### src/rtl/arg_frame_mover.sv
// Multi-slot argument mover between the operand stack and the local variable array.
// INVOKE pops nargs stack values into LVA slots; RELOAD pushes LVA slots onto the stack.
module arg_frame_mover #(
  parameter int DATA_W   = 32,
  parameter int IDX_W    = 8,
  parameter int MAX_ARGS = 16
) (
  input  logic              clk,
  input  logic              rst,
  input  logic              start,
  input  logic              mode,
  input  logic [IDX_W-1:0]  nargs,
  input  logic [IDX_W-1:0]  base,
  output logic              busy,
  output logic              done,
  output logic              err,
  output logic              evalpush,
  output logic              evaltrigger,
  output logic [DATA_W-1:0] evalwrite,
  input  logic [DATA_W-1:0] evalread,
  input  logic              evaldone,
  output logic              lvaop,
  output logic              lvatrigger,
  output logic [IDX_W-1:0]  lvaindex,
  output logic [DATA_W-1:0] lvawrite,
  input  logic [DATA_W-1:0] lvaread,
  input  logic              lvadone
);

  typedef enum logic [2:0] {
    S_IDLE     = 3'd0,
    S_CHECK    = 3'd1,
    S_SRC_REQ  = 3'd2,
    S_SRC_WAIT = 3'd3,
    S_DST_REQ  = 3'd4,
    S_DST_WAIT = 3'd5,
    S_FINISH   = 3'd6
  } state_t;

  localparam logic [IDX_W:0]   SLOT_LIMIT = {1'b1, {IDX_W{1'b0}}};
  localparam logic [IDX_W-1:0] MAX_ARGS_W = IDX_W'(MAX_ARGS);

  state_t              state_r, state_s;
  logic                mode_r, mode_s;
  logic                reject_r, reject_s;
  logic [IDX_W-1:0]    nargs_r, nargs_s;
  logic [IDX_W-1:0]    base_r, base_s;
  logic [IDX_W-1:0]    cnt_r, cnt_s;
  logic [IDX_W-1:0]    idx_s;
  logic [DATA_W-1:0]   data_r, data_s;
  logic [IDX_W:0]      span_s;

  logic                busy_s, done_s, err_s;
  logic                evalpush_s, evaltrigger_s, lvaop_s, lvatrigger_s;
  logic [DATA_W-1:0]   evalwrite_s, lvawrite_s;
  logic [IDX_W-1:0]    lvaindex_s;

  // Next-state, command latch, slot counter and data latch
  always_comb begin
    state_s  = state_r;
    mode_s   = mode_r;
    reject_s = reject_r;
    nargs_s  = nargs_r;
    base_s   = base_r;
    cnt_s    = cnt_r;
    data_s   = data_r;
    span_s   = {1'b0, base_r} + {1'b0, nargs_r};
    case (state_r)
      S_IDLE: begin
        if (start) begin
          mode_s   = mode;
          nargs_s  = nargs;
          base_s   = base;
          reject_s = 1'b0;
          state_s  = S_CHECK;
        end else begin
          state_s  = S_IDLE;
        end
      end
      S_CHECK: begin
        if ((nargs_r > MAX_ARGS_W) || (span_s > SLOT_LIMIT)) begin
          reject_s = 1'b1;
          state_s  = S_FINISH;
        end else if (nargs_r == {IDX_W{1'b0}}) begin
          state_s  = S_FINISH;
        end else begin
          cnt_s    = nargs_r;
          state_s  = S_SRC_REQ;
        end
      end
      S_SRC_REQ: state_s = S_SRC_WAIT;
      S_SRC_WAIT: begin
        if (mode_r ? lvadone : evaldone) begin
          data_s  = mode_r ? lvaread : evalread;
          state_s = S_DST_REQ;
        end else begin
          state_s = S_SRC_WAIT;
        end
      end
      S_DST_REQ: state_s = S_DST_WAIT;
      S_DST_WAIT: begin
        if (mode_r ? evaldone : lvadone) begin
          cnt_s   = cnt_r - IDX_W'(1);
          state_s = (cnt_r == IDX_W'(1)) ? S_FINISH : S_SRC_REQ;
        end else begin
          state_s = S_DST_WAIT;
        end
      end
      S_FINISH: state_s = S_IDLE;
      default:  state_s = S_IDLE;
    endcase
  end

  // INVOKE fills slots top-down (first pop is the last argument); RELOAD goes bottom-up
  always_comb begin
    if (mode_r) begin
      idx_s = base_r + nargs_r - cnt_s;
    end else begin
      idx_s = base_r + cnt_s - IDX_W'(1);
    end
  end

  // Output values for the upcoming state; address/data ports hold between requests
  always_comb begin
    busy_s        = 1'b0;
    done_s        = 1'b0;
    err_s         = 1'b0;
    evaltrigger_s = 1'b0;
    lvatrigger_s  = 1'b0;
    evalpush_s    = evalpush;
    evalwrite_s   = evalwrite;
    lvaop_s       = lvaop;
    lvaindex_s    = lvaindex;
    lvawrite_s    = lvawrite;
    case (state_s)
      S_CHECK, S_SRC_WAIT, S_DST_WAIT: busy_s = 1'b1;
      S_SRC_REQ: begin
        busy_s = 1'b1;
        if (mode_r) begin
          lvatrigger_s  = 1'b1;
          lvaop_s       = 1'b0;
          lvaindex_s    = idx_s;
        end else begin
          evaltrigger_s = 1'b1;
          evalpush_s    = 1'b0;
        end
      end
      S_DST_REQ: begin
        busy_s = 1'b1;
        if (mode_r) begin
          evaltrigger_s = 1'b1;
          evalpush_s    = 1'b1;
          evalwrite_s   = data_s;
        end else begin
          lvatrigger_s  = 1'b1;
          lvaop_s       = 1'b1;
          lvaindex_s    = idx_s;
          lvawrite_s    = data_s;
        end
      end
      S_FINISH: begin
        done_s = 1'b1;
        err_s  = reject_s;
      end
      default: busy_s = 1'b0;
    endcase
  end

  // State, command and registered output flops
  always_ff @(posedge clk or posedge rst) begin
    if (rst) begin
      state_r     <= S_IDLE;
      mode_r      <= 1'b0;
      reject_r    <= 1'b0;
      nargs_r     <= {IDX_W{1'b0}};
      base_r      <= {IDX_W{1'b0}};
      cnt_r       <= {IDX_W{1'b0}};
      data_r      <= {DATA_W{1'b0}};
      busy        <= 1'b0;
      done        <= 1'b0;
      err         <= 1'b0;
      evalpush    <= 1'b0;
      evaltrigger <= 1'b0;
      evalwrite   <= {DATA_W{1'b0}};
      lvaop       <= 1'b0;
      lvatrigger  <= 1'b0;
      lvaindex    <= {IDX_W{1'b0}};
      lvawrite    <= {DATA_W{1'b0}};
    end else begin
      state_r     <= state_s;
      mode_r      <= mode_s;
      reject_r    <= reject_s;
      nargs_r     <= nargs_s;
      base_r      <= base_s;
      cnt_r       <= cnt_s;
      data_r      <= data_s;
      busy        <= busy_s;
      done        <= done_s;
      err         <= err_s;
      evalpush    <= evalpush_s;
      evaltrigger <= evaltrigger_s;
      evalwrite   <= evalwrite_s;
      lvaop       <= lvaop_s;
      lvatrigger  <= lvatrigger_s;
      lvaindex    <= lvaindex_s;
      lvawrite    <= lvawrite_s;
    end
  end

endmodule

### config.mk
export PLATFORM = sky130hd
export DESIGN_NAME = arg_frame_mover
export DESIGN_NICKNAME = d
export VERILOG_FILES = /design/src/rtl/arg_frame_mover.sv
export SDC_FILE = /design/constraint.sdc
export NUM_CORES = 1
export LEC_CHECK = 0
export BUFFER_PORTS_ARGS = -buffer_cell sky130_fd_sc_hd__buf_4
export CAP_MARGIN = 20
export CORE_UTILIZATION = 56
export CTS_CLUSTER_DIAMETER = 150
export DETAILED_ROUTE_END_ITERATION = 10
export PLACE_DENSITY = 0.93
export SETUP_SLACK_MARGIN = 0.02
export SLEW_MARGIN = 20
export SYNTH_ARGS = -nofsm -noshare
export SYNTH_HDL_FRONTEND = slang
export SYNTH_SLANG_ARGS = --single-unit
### constraint.sdc
create_clock -name clk -period 8.9 [get_ports clk]
set_input_delay 0.89 -clock clk [delete_from_list [all_inputs] [get_ports clk]]
set_output_delay 0.89 -clock clk [all_outputs]
set_load 0.05 [all_outputs]
==> results.md <==
* Layout cell share with drive strength beyond 1 at 42.3%
* Post-synthesis cell area at 0.00576 mm2
* Core ar. at ~0.0099 mm2
* Seq/Total Area, Yosys at 46.9%
* Antenna violations before repair at 0
* Reg2reg end: lvaindex[7]
* Worst reg2reg startpoint: nargs_r[0]
* Routed Antenna Nets at 0
* RSZ-0062 raised after global routing: false
* Max incr delay on CP at around 0.56 ns
* Reg2Reg Depth at 20
* DRT Wirelength at 13.7 mm
* Pin count of the biggest net entering global routing at between 50 and 60
* Die H at 103 um
* Asr flop ratio synth at 100%
* Routability Congestion at between 0.9 and 1
* Synth warn at 0
* Worst Skew at 0.0112 ns
* Vias in the first global route at about 4300
* Hold crit path type: reg -> reg
* Worst Hold End: lvawrite[24]
* Startpoint types: flip-flop
* Post-CTS Setup Repair Bufs at 0
* Synth Area in Adders at 8.82%
* DPL Wire Length at 10.5 mm
* Total Routing Usage GR at 25.8%
* CTS root buffer: clkbuf_8
* CP max FO at 7
* Worst Hold Path Cells at 1
* Setup TNS at 0 ns
* Hold Startpoint: lvawrite[24]
* Congestion Overflow GR at 0
* Post-Synthesis Cells at 499
* CTS tree: yes
* Actual slew at the worst max-slew pin at 0.843 ns
* Clock slew at reported path FFs at 0.10 ns
* Simple-gate share of the synthesized area at under 10%
* Min Clock Period, post-route at 5.50 ns
* Number of placed I/O pins at 165
* Vias at 4431
* Distinct cells, synth at 54
* Final setup violation count at 0
* Xor and xnor area share after synthesis at between 3 and 4%
* Die Width at 103 um
* Clock Tree Buf Depth at 2
* CP Data Arrival Time at 5.78 ns
* Register bit total from synthesis at 108
* Post-CTS Hold Fix Bufs at 0
* Row cnt at 36
* Crit-path cells: ha_1 -> fa_1 -> a21o_1 -> a221oi_4 -> xnor2_1 -> or4_4 -> o22ai_4 -> mux2i_1 -> o21ai_1 -> xor2_1 -> ha_1 -> ha_1 -> a21o_1 -> a21oi_1 -> o21ai_0 -> a31oi_1 -> xnor2_1 -> a21oi_1 -> xnor2_1 -> mux2_4
* Length of the first detailed-routing pass in iterations at 6
* Primary FF master, synth: dfrtp_1
* Crit share post-route at 61.8%
* Number of max-cap violations at 0
* Critical path class: reg -> reg
* Layout Nets at 779
* Largest family of logic cells by synthesized area: multiplexers
* Post-DR vias/cell at 5.59
* Hold violation count in the final report at 0
* Area growth syn-to-layout at 26.8%
* Max-slew violations at 0
* Global-route wire length before repair at ~21 mm
* Synth Area in Compound Gates at 10.5%
* Worst Path Required at ~9 ns
* Crit-path slowest cell: or4_4
* Max Fclk at between 150 and 200 MHz
* DRT iter0 DRCs at between 200 and 250
* Syn Area/Cell at 11.5 um2
* DRC errors left at 0
* PortBufs at 164
* WL per Instance at 17.2 um
* Maximum level of the CTS H-tree at 3
* Syn Nets at 622
* Ant diodes at 0
* Slew HR at 43.3%
* CTS buffer count at 9
* Mux contribution to synthesized area at about 18%
* Nature of the critical path endpoint: flip-flop
* Number of synthesized flops with an enable pin at 0
* Later-pin clock latency in the skew report at around 0.40 ns
* Die ar. at 0.0107 mm2
* Reg2Reg Setup Slack at between 3 and 4 ns
* Status: finished clean
* Effective utilization at floorplan at ~58%
* Post-cts sizing count at 0
* CTS Sinks at 108
[flip-flops by register name, indices dropped and copies added, names as in the netlist, 3 cells and up]
name / count
base_r: 8
lvawrite: 32
lvaindex: 8
nargs_r: 8
evalwrite: 32
state_r: 3
cnt_r: 8
[worst max path at each step]
stage,start,end,slack [ns],depth (start not counted)
floorplan,nargs_r[0],lvaindex[7],4.05,20
global placement,nargs_r[0],lvaindex[7],3.75,20
detailed placement,nargs_r[0],lvaindex[7],3.47,20
CTS,nargs_r[0],lvaindex[7],3.44,20
global route,nargs_r[0],lvaindex[7],3.10,20
finish,nargs_r[0],lvaindex[7],3.40,20
[metal layers]
layer  routed length (um)  vias up  track usage, %
li1                     -     2065               -
met1                 5320     2148            30.0
met4                  342        0            11.1
met3                  828       33            3.97
met5                    0        -               0
met2                 7180      185            47.2
[kinds of logic (layout without fill, tap and decap cells)]
group	count (synthesis)	in the layout
DFF	108	108
muxes	92	92
and+or+nand+nor	92	92
AOI/OAI and AO/OA	89	89
buffers and inverters	59	220
adders and majority gates	37	37
xor gates and xnor gates	22	22
[area by class of cell]
class / count / area (um2)
clock buffers: 9 / 124
clock inverters: 6 / 73.8
fillers: 681 / 2560
inverters: 38 / 145
multi-input cells: 332 / 2830
flip-flops and latches: 108 / 2700
well taps: 133 / 166
repair buffers: 167 / 1260
[cell usage after synthesis, drive strengths merged (4+ instances only)]
master | instances | share of area [%]
nor3 | 8 | 0.69
mux2 | 84 | 17
xnor2 | 16 | 2.4
nor2 | 20 | 1.3
ha | 31 | 6.7
o21bai | 6 | 0.78
mux2i | 8 | 1.4
a21oi | 16 | 1.5
nand2b | 5 | 0.54
nand3 | 5 | 0.43
nor4 | 5 | 0.54
inv | 38 | 2.5
dfrtp | 108 | 47
clkbuf | 15 | 0.98
buf | 6 | 0.56
o21ai | 30 | 2.6
o31ai | 4 | 0.61
xor2 | 6 | 0.91
fa | 6 | 2.1
o31a | 4 | 0.61
a21o | 7 | 0.91
or3 | 4 | 0.43
nand2 | 26 | 1.7
o22ai | 4 | 0.67
a211oi | 4 | 0.52
[layout by cell type, fill, tap and decap left out, types with 4 or more instances in the layout]
master    netlist  final
o21bai_1        6      6
or3_1           4      4
o31a_1          4      4
buf_4           0    166
o21ai_0        29     29
fa_1            6      6
a211oi_1        4      4
nor4_1          5      5
inv_1          38     37
mux2_4          8      8
a21oi_1        15     15
nor3_1          8      8
mux2_2         76     76
dfrtp_1       108    108
xnor2_1        16     16
mux2i_1         8      8
nand2b_1        5      5
nor2_1         20     20
ha_1           31     31
nand2_1        26     26
clkbuf_8        0      9
xor2_1          6      6
nand3_1         5      5
a21o_1          7      7
[worst max-delay path: cells and delay by family, from the launching register on]
kind	cells	cell delay, ns
AOI/OAI and AO/OA	9	2.10
adders and majority gates	4	1.24
xor gates and xnor gates	4	0.66
and+or+nand+nor	1	0.56
DFF	1	0.46
muxes	2	0.39
[through the flow]
stage          cells  hold slack, ns  util [%]  worst slack, ns  area, um2
6_report         793           0.517      74.1             3.40       7310
5_1_grt          793           0.529      74.1             3.10       7310
4_1_cts          793           0.518      74.1             3.44       7310
3_5_place_dp     778           0.494      72.1             3.47       7110
3_3_place_gp     777           0.488      71.9             3.75       7090
2_1_floorplan    499           0.462         -             4.05       5760
Power is left out: the tool's default activity adds up to more than one toggle a clock period on the data nets, which glitch-free logic cannot reach.
